<file path="src/rtl/wctl_barrier_ctrl_if.sv">
// Request/abort bundle from the warp-control commit path and the barrier status
// returned to the warp scheduler.
interface wctl_barrier_ctrl_if #(
  parameter int NUM_WARPS    = 4,
  parameter int NUM_BARRIERS = 4,
  parameter int NW_WIDTH     = $clog2(NUM_WARPS),
  parameter int NB_WIDTH     = (NUM_BARRIERS > 1) ? $clog2(NUM_BARRIERS) : 1
);
  logic                 req_valid;
  logic [NW_WIDTH-1:0]  req_wid;
  logic [NB_WIDTH-1:0]  req_id;
  logic [NW_WIDTH-1:0]  req_size_m1;
  logic                 req_is_noop;
  logic                 abort_valid;
  logic [NW_WIDTH-1:0]  abort_wid;
  logic [NUM_WARPS-1:0] stall_mask;
  logic                 release_valid;
  logic [NUM_WARPS-1:0] release_mask;
  logic                 busy;
  logic                 err_dup;

  modport master (
    output req_valid, req_wid, req_id, req_size_m1, req_is_noop,
    output abort_valid, abort_wid,
    input  stall_mask, release_valid, release_mask, busy, err_dup
  );

  modport slave (
    input  req_valid, req_wid, req_id, req_size_m1, req_is_noop,
    input  abort_valid, abort_wid,
    output stall_mask, release_valid, release_mask, busy, err_dup
  );
endinterface

</file>
<file path="src/rtl/wctl_barrier_ctrl.sv">
// Barrier scheduler: counts arrivals per local barrier slot, stalls arriving
// warps and releases all participants together on the last arrival.
module wctl_barrier_ctrl #(
  parameter int NUM_WARPS    = 4,
  parameter int NUM_BARRIERS = 4,
  parameter int NW_WIDTH     = $clog2(NUM_WARPS),
  parameter int NB_WIDTH     = (NUM_BARRIERS > 1) ? $clog2(NUM_BARRIERS) : 1
) (
  input  logic                clk,
  input  logic                reset,
  wctl_barrier_ctrl_if.slave  bus
);

  typedef struct packed {
    logic                 active;
    logic [NW_WIDTH-1:0]  cnt;
    logic [NW_WIDTH-1:0]  size_m1;
    logic [NUM_WARPS-1:0] wmask;
  } slot_t;

  slot_t                slot_q [NUM_BARRIERS];
  slot_t                slot_d [NUM_BARRIERS];
  logic [NUM_WARPS-1:0] stall_q, stall_d;
  logic [NUM_WARPS-1:0] rel_mask_q, rel_mask_d;
  logic                 rel_valid_q, rel_valid_d;
  logic                 busy_q, busy_d;
  logic                 dup_q, dup_d;

  logic [NB_WIDTH-1:0]  sel;
  logic [NUM_WARPS-1:0] wid_oh;
  logic                 req_live;
  slot_t                cur;

  assign sel    = bus.req_id;
  assign wid_oh = NUM_WARPS'(1) << bus.req_wid;
  // A warp killed in the same cycle it commits a barrier op never arrives.
  assign req_live = bus.req_valid &&
                    !(bus.abort_valid && (bus.abort_wid == bus.req_wid));

  // NOTE: blocking assignments here are intentional -- the request stage must
  // see the post-abort slot values computed a few lines earlier in this block.
  always_comb begin
    slot_d      = slot_q;
    rel_valid_d = 1'b0;
    rel_mask_d  = '0;
    dup_d       = 1'b0;
    cur         = '0;

    if (bus.abort_valid) begin
      for (int b = 0; b < NUM_BARRIERS; b++) begin
        if (slot_q[b].active && slot_q[b].wmask[bus.abort_wid]) begin
          if (slot_q[b].cnt == NW_WIDTH'(1)) begin
            slot_d[b] = '0;
          end else begin
            slot_d[b].wmask[bus.abort_wid] = 1'b0;
            slot_d[b].cnt                  = slot_q[b].cnt - NW_WIDTH'(1);
          end
        end
      end
    end

    if (req_live) begin
      if (bus.req_is_noop) begin
        rel_valid_d = 1'b1;
        rel_mask_d  = wid_oh;
      end else if (int'(sel) < NUM_BARRIERS) begin
        cur = slot_d[sel];
        if (cur.active && cur.wmask[bus.req_wid]) begin
          dup_d = 1'b1;
        end else if (!cur.active) begin
          if (bus.req_size_m1 == '0) begin
            rel_valid_d = 1'b1;
            rel_mask_d  = wid_oh;
          end else begin
            slot_d[sel].active  = 1'b1;
            slot_d[sel].cnt     = NW_WIDTH'(1);
            slot_d[sel].size_m1 = bus.req_size_m1;
            slot_d[sel].wmask   = wid_oh;
          end
        end else if (cur.cnt == cur.size_m1) begin
          rel_valid_d = 1'b1;
          rel_mask_d  = cur.wmask | wid_oh;
          slot_d[sel] = '0;
        end else begin
          slot_d[sel].cnt   = cur.cnt + NW_WIDTH'(1);
          slot_d[sel].wmask = cur.wmask | wid_oh;
        end
      end
    end

    // Stall mask is the union of waiting warps, so releases and aborts clear it.
    stall_d = '0;
    busy_d  = 1'b0;
    for (int b = 0; b < NUM_BARRIERS; b++) begin
      stall_d = stall_d | slot_d[b].wmask;
      busy_d  = busy_d | slot_d[b].active;
    end
  end

  // NOTE: the slot array is a handful of flops, not a RAM, so it is reset
  // explicitly; a stale active bit after reset would stall warps forever.
  always_ff @(posedge clk or negedge reset) begin
    if (!reset) begin
      for (int b = 0; b < NUM_BARRIERS; b++) slot_q[b] <= '0;
      stall_q     <= '0;
      rel_valid_q <= 1'b0;
      rel_mask_q  <= '0;
      busy_q      <= 1'b0;
      dup_q       <= 1'b0;
    end else begin
      for (int b = 0; b < NUM_BARRIERS; b++) slot_q[b] <= slot_d[b];
      stall_q     <= stall_d;
      rel_valid_q <= rel_valid_d;
      rel_mask_q  <= rel_mask_d;
      busy_q      <= busy_d;
      dup_q       <= dup_d;
    end
  end

  assign bus.stall_mask    = stall_q;
  assign bus.release_valid = rel_valid_q;
  assign bus.release_mask  = rel_mask_q;
  assign bus.busy          = busy_q;
  assign bus.err_dup       = dup_q;

endmodule

</file>
<file path="src/flat_wrapper.sv">
// flat-port wrapper written by rule: the top's interface ports become plain ports
module wctl_barrier_ctrl_flat 
#(
  parameter int NUM_WARPS    = 4,
  parameter int NUM_BARRIERS = 4,
  parameter int NW_WIDTH     = $clog2(NUM_WARPS),
  parameter int NB_WIDTH     = (NUM_BARRIERS > 1) ? $clog2(NUM_BARRIERS) : 1
)
  (clk, reset, bus_req_valid, bus_req_wid, bus_req_id, bus_req_size_m1, bus_req_is_noop, bus_abort_valid, bus_abort_wid, bus_stall_mask, bus_release_valid, bus_release_mask, bus_busy, bus_err_dup);
  wctl_barrier_ctrl_if #(.NUM_WARPS(NUM_WARPS), .NUM_BARRIERS(NUM_BARRIERS), .NW_WIDTH(NW_WIDTH), .NB_WIDTH(NB_WIDTH)) bus_i ();
  input  logic clk;
  input  logic reset;
  input wire logic [$bits(bus_i.req_valid)-1:0] bus_req_valid;
  input wire logic [$bits(bus_i.req_wid)-1:0] bus_req_wid;
  input wire logic [$bits(bus_i.req_id)-1:0] bus_req_id;
  input wire logic [$bits(bus_i.req_size_m1)-1:0] bus_req_size_m1;
  input wire logic [$bits(bus_i.req_is_noop)-1:0] bus_req_is_noop;
  input wire logic [$bits(bus_i.abort_valid)-1:0] bus_abort_valid;
  input wire logic [$bits(bus_i.abort_wid)-1:0] bus_abort_wid;
  output wire logic [$bits(bus_i.stall_mask)-1:0] bus_stall_mask;
  output wire logic [$bits(bus_i.release_valid)-1:0] bus_release_valid;
  output wire logic [$bits(bus_i.release_mask)-1:0] bus_release_mask;
  output wire logic [$bits(bus_i.busy)-1:0] bus_busy;
  output wire logic [$bits(bus_i.err_dup)-1:0] bus_err_dup;
  assign bus_i.req_valid = bus_req_valid;
  assign bus_i.req_wid = bus_req_wid;
  assign bus_i.req_id = bus_req_id;
  assign bus_i.req_size_m1 = bus_req_size_m1;
  assign bus_i.req_is_noop = bus_req_is_noop;
  assign bus_i.abort_valid = bus_abort_valid;
  assign bus_i.abort_wid = bus_abort_wid;
  assign bus_stall_mask = bus_i.stall_mask;
  assign bus_release_valid = bus_i.release_valid;
  assign bus_release_mask = bus_i.release_mask;
  assign bus_busy = bus_i.busy;
  assign bus_err_dup = bus_i.err_dup;
  wctl_barrier_ctrl #(.NUM_WARPS(NUM_WARPS), .NUM_BARRIERS(NUM_BARRIERS), .NW_WIDTH(NW_WIDTH), .NB_WIDTH(NB_WIDTH)) u_core (.clk(clk), .reset(reset), .bus(bus_i));
endmodule
</file>
<file path="config.mk">
export PLATFORM = sky130hd
export DESIGN_NAME = wctl_barrier_ctrl_flat
export DESIGN_NICKNAME = d
export VERILOG_FILES = /design/src/rtl/wctl_barrier_ctrl_if.sv /design/src/rtl/wctl_barrier_ctrl.sv /design/src/flat_wrapper.sv
export SDC_FILE = /design/constraint.sdc
export NUM_CORES = 1
export LEC_CHECK = 0
export CORE_ASPECT_RATIO = 0.6
export CORE_UTILIZATION = 50
export DETAILED_ROUTE_END_ITERATION = 8
export PLACE_DENSITY = 0.8
export SLEW_MARGIN = 5
export SYNTH_ARGS = -nofsm -noshare
export SYNTH_HDL_FRONTEND = slang
export SYNTH_SLANG_ARGS = --single-unit
</file>
<file path="constraint.sdc">
create_clock -name clk -period 5.11 [get_ports clk]
set_input_delay 0.7665 -clock clk [delete_from_list [all_inputs] [get_ports clk]]
set_output_delay 0.7665 -clock clk [all_outputs]
set_load 0.02 [all_outputs]
</file>
After elaboration in Yosys (flattened, before gate mapping)
Index checks and enable logic that the tools add are counted.
- input port bits: 13
- output and inout bits: 11
- word-level logic and storage cells: 137
- flip-flop bits (word level): 47
- reduce and logical (&&, ||, !) cells: 11
- muxes and demuxes: 73
- $lt $le $gt $ge: 5
- eq/ne operators: 6
- bitwise operators: 15
- shift operators: 1
- add/subtract/negate cells: 5
- operator list (cell ; number):
    two-way mux 36 bit ; 7
    bitwise mux 36 bit ; 6
    demux 9 bit (select 2 bit) ; 5
    two-way mux 9 bit ; 8
    two-way mux 4 bit ; 11
    bitwise AND 36 bit ; 1
    NOT 36 bit ; 1
    two-way mux 1 bit ; 19
    binary-select mux 9 bit (select 2 bit) ; 1
    bitwise AND 4 bit ; 4
    two-way mux 2 bit ; 8
    OR 4 bit ; 4
    binary-select mux 1 bit (select 2 bit) ; 5
    logical AND 1 bit ; 9
    == test 2 x 1 -> 1 bit (second input constant) ; 4
    two-way mux 8 bit ; 1
    subtractor 2 x 1 -> 2 bit (second input constant) ; 4
    less-than comparator 2 x 3 -> 1 bit (second input constant) ; 2
    two-way mux 6 bit ; 1
    == test 2 bit ; 2
    NOT 4 bit ; 1
    << shifter 1 x 2 -> 4 bit (first input constant) ; 1
    greater-or-equal comparator 3 bit (second input constant) ; 1
    less-than comparator 3 x 1 -> 1 bit (second input constant) ; 1
    other kinds (7) ; 9

Depth between registers and ports, before layout
- word-level depth: 23
- depth in mapped cells: 13
- gate-level depth less buffers: 11

Least setup slack after synthesis
No wires, ideal clock.
- path kind: input-to-reg
- start point: input port bus_abort_wid[0]
- end point: register u_core.stall_q[2] (netlist: u_core.bus.stall_mask[2])
- setup time: 139 ps
- stages on the path: 10
- arrival: 3510 ps
- setup slack: 1461 ps
- buffers on the path: 1
- data required time: 4971 ps
- cell sequence: buf_6 mux2_2 a32oi_4 o21ai_1 mux4_2 a2bb2o_4 nor3_4 o41a_1 o22ai_1 or4_1
- RTL lines (item ; line ; text):
    start: declaration ; flat_wrapper.sv:19 ; input wire logic [$bits(bus_i.abort_wid)-1:0] bus_abort_wid;
    end signal: assignment ; wctl_barrier_ctrl.sv:112 ; stall_q <= stall_d;
    end: declaration ; wctl_barrier_ctrl.sv:23 ; logic [NUM_WARPS-1:0] stall_q, stall_d;

==> flow_summary.yaml <==
synthesis:
  seq_area_frac_synth_pct: 31.3
  synth_seq_cells: 47
  avgSynthCellArea_um2: 8.73
  netlist_top_cells_area: "dfrtp_1 31%, nor2_1 7.1%, mux4_2 6.0%"
  synthArstFlopShare_pct: 100
  synth.most_common_cell: "nor2_1"
  syn_inst: 430
  syn-num-nets: 447
  yosys_warnings: 0
  synthFlopType: "dfrtp_1"
  synth-edff-count: 0
  synth_top_area_share_pct: 31.3
  synth_area_mm2: 0.00375
  synth.distinct_cells: 60
  synth.largest_area_cell: "dfrtp_1"
  ys_top_cells_by_count: "71 x nor2_1, 47 x dfrtp_1, 39 x nand2_1"
timing:
  hold_violations: 0
  skew_ns: 0.00615
  worst_pin_slew_ns: 1.10
  slew-limit-headroom_pct: 26.5
  timing.final.crit_share_pct: 91.6
  setup-tns-final_ns: 0
  worst_slack_ns: 0.432
  slew_viol_final: 0
  grt_setup_unrepaired: "false"
  period_needed_ns: 4.68
  timing.fmax_mhz: 214
  timing.hold.ws_ns: 0.543
  setup_viol: 0
floorplanning:
  die_x_um: 114
  die_h_um: 69.1
  rows: 24
  io_pins: 24
  start_util_pct: 51.7
  dieArea_mm2: 0.00787
  core-area_mm2: 0.00727
power_and_ir_drop:
  power_density_mw_per_mm2: 443
  intPower_uw: 1080
  p_comb_share_pct: 50.0
  p_clk_share_pct: 19.9
  leakage_uw: 0.00176
  seqPwrFrac_pct: 30.2
  p_sw_uw: 842
  power.ir.vdd_worst_v: 0.000172
  swShare_pct: 43.9
routing:
  ant_nets: 0
  vias: 3813
  wire_per_inst_um: 24.3
  dr.pass1.iters: 8
  wl_um: 13700
  route.detailed.drc: 0
  first_iter_violations: 479
  post_drt_via_cell_ratio: 6.80
clock_network:
  clk_pin_slew_ns: 0.07
  hold_buffers: 0
  cts_max_level: 2
  clk_latency_ns: 0.29
  cts_buffers: 5
  cts_buffer_depth: 2
  cts_tree: "yes"
  cts_setup_buffers: 0
  cts.sinks: 47
  cts-root-buf: "clkbuf_16"
  cts_resized: 0
setup_path:
  worstPathArrival_ns: 4.91
  start_kind: "input pin"
  critical_path_class: "input pin to flip-flop"
  end_kind: "flip-flop"
  required_ns: 5.34
  cp_max_fo: 20
placed_design:
  place.gp.congestion: 0.997
  dp_hpwl_um: 10500
  dp.cells: 553
  io_buffers: 23
  place_ws_ns: 0.330
global_routing:
  grt_max_degree: 48
  grt_pass1_wl_um: 20700
  grt_pass1_vias: 3536
  grt_antenna_before_repair: 0
  grt_overflow: 0
  grt_usage_pct: 35.8
layout:
  fin_nets: 473
  diodes: 0
  fin_util_pct: 59.6
  nFillCells: 659
  syn_to_final_growth_pct: 15.3
  drive_gt1_share_pct: 16.2
  layoutNonFillerInstCount: 561
status:
  outcome: "complete, no violations"
min_path:
  hp-class: "flip-flop to flip-flop"
run:
  cap_violations: 0
==> power groups by stage <==
stage	combinational (uW)	clock (uW)	sequential, uW
floorplan	638	0	561
global placement	901	0	574
detailed placement	917	0	577
CTS	924	381	571
global route	1030	398	586
finish	959	381	579
==> sequential cells by signal, indices dropped and copies added, names as in the netlist <==
name	count
u_core.bus.release_valid	1
u_core.bus.stall_mask	4
u_core.bus.release_mask	4
u_core.slot_q	36
u_core.bus.busy	1
u_core.bus.err_dup	1
==> kinds of logic (layout without fill, tap and decap cells) <==
kind of cell	count (synthesis)	in the layout	share of synthesized area, %
DFF	47	47	31.3
and+or+nand+nor	173	173	22.0
adders and majority gates	4	4	1.33
xor gates and xnor gates	5	5	1.17
buffers and inverters	36	63	4.00
AOI/OAI and AO/OA	133	133	27.6
muxes	32	32	12.6
==> critical path, cell delays in order <==
cell and delay, ns:
clkdlybuf4s50_1 0.46, buf_4 0.29, mux2_2 0.41, a32oi_4 0.36, o21ai_1 0.30, mux4_2 0.62, o2bb2ai_2 0.19, nor3_4 0.40
nor2_1 0.16, a221oi_1 0.69, or4b_1 0.25
==> final timing paths <==
kind | startpoint | endpoint | slack (ns) | depth (start not counted)
max | bus_abort_wid[0] | u_core.bus.stall_mask[1] | 0.43 | 11
min | u_core.slot_q[5] | u_core.slot_q[5] | 0.54 | 2
max reg2reg | u_core.slot_q[7] | u_core.bus.stall_mask[2] | 1.24 | 10
min reg2reg | u_core.slot_q[5] | u_core.slot_q[5] | 0.54 | 2
max in group asynchronous | reset | u_core.bus.release_mask[3] | 3.75 | 1
min in group asynchronous | reset | u_core.slot_q[28] | 0.68 | 1
==> per-layer routing <==
metal  GRT usage (%)  up-vias  part of all wire, %
met5               0        -                    0
met4            5.77        0                  1.8
met3            15.6       30                   16
met2            47.0      296                   39
met1            54.6     1829                   44
li1                -     1658                    -
==> through the flow <==
step | instance area, um2 | total power, uW
after floorplan | 3750 | 1200
after global placement | 4160 | 1470
after detailed placement | 4160 | 1490
after CTS | 4330 | 1880
after global routing | 4330 | 2010
final | 4330 | 1920
==> area by class of cell <==
class                   instances  area (um2)  share of cell area (%)
clock inverters                 3        43.8                    1.01
multi-input cells             347        2430                    56.1
repair buffers                 44         383                    8.85
inverters                      11        41.3                   0.954
well taps                     104         130                    3.01
flip-flops and latches         47        1180                    27.2
clock buffers                   5         125                    2.89
==> cells in the final DEF, fill, tap and decap left out, types with 6 or more instances in the layout <==
cell             instances
a21oi_1                 20
and2_1                   7
and3_1                   7
buf_4                   21
clkdlybuf4s50_1         22
dfrtp_1                 47
inv_1                   11
mux2i_1                 13
mux4_2                  10
nand2_1                 39
nand3_1                  7
nand4_1                  8
nor2_1                  71
nor2b_1                  7
o211ai_1                 6
o21a_1                   6
o21ai_0                 23
o22ai_1                 13
or2_2                    6
Note: power is estimated with default switching activity, not from simulation.
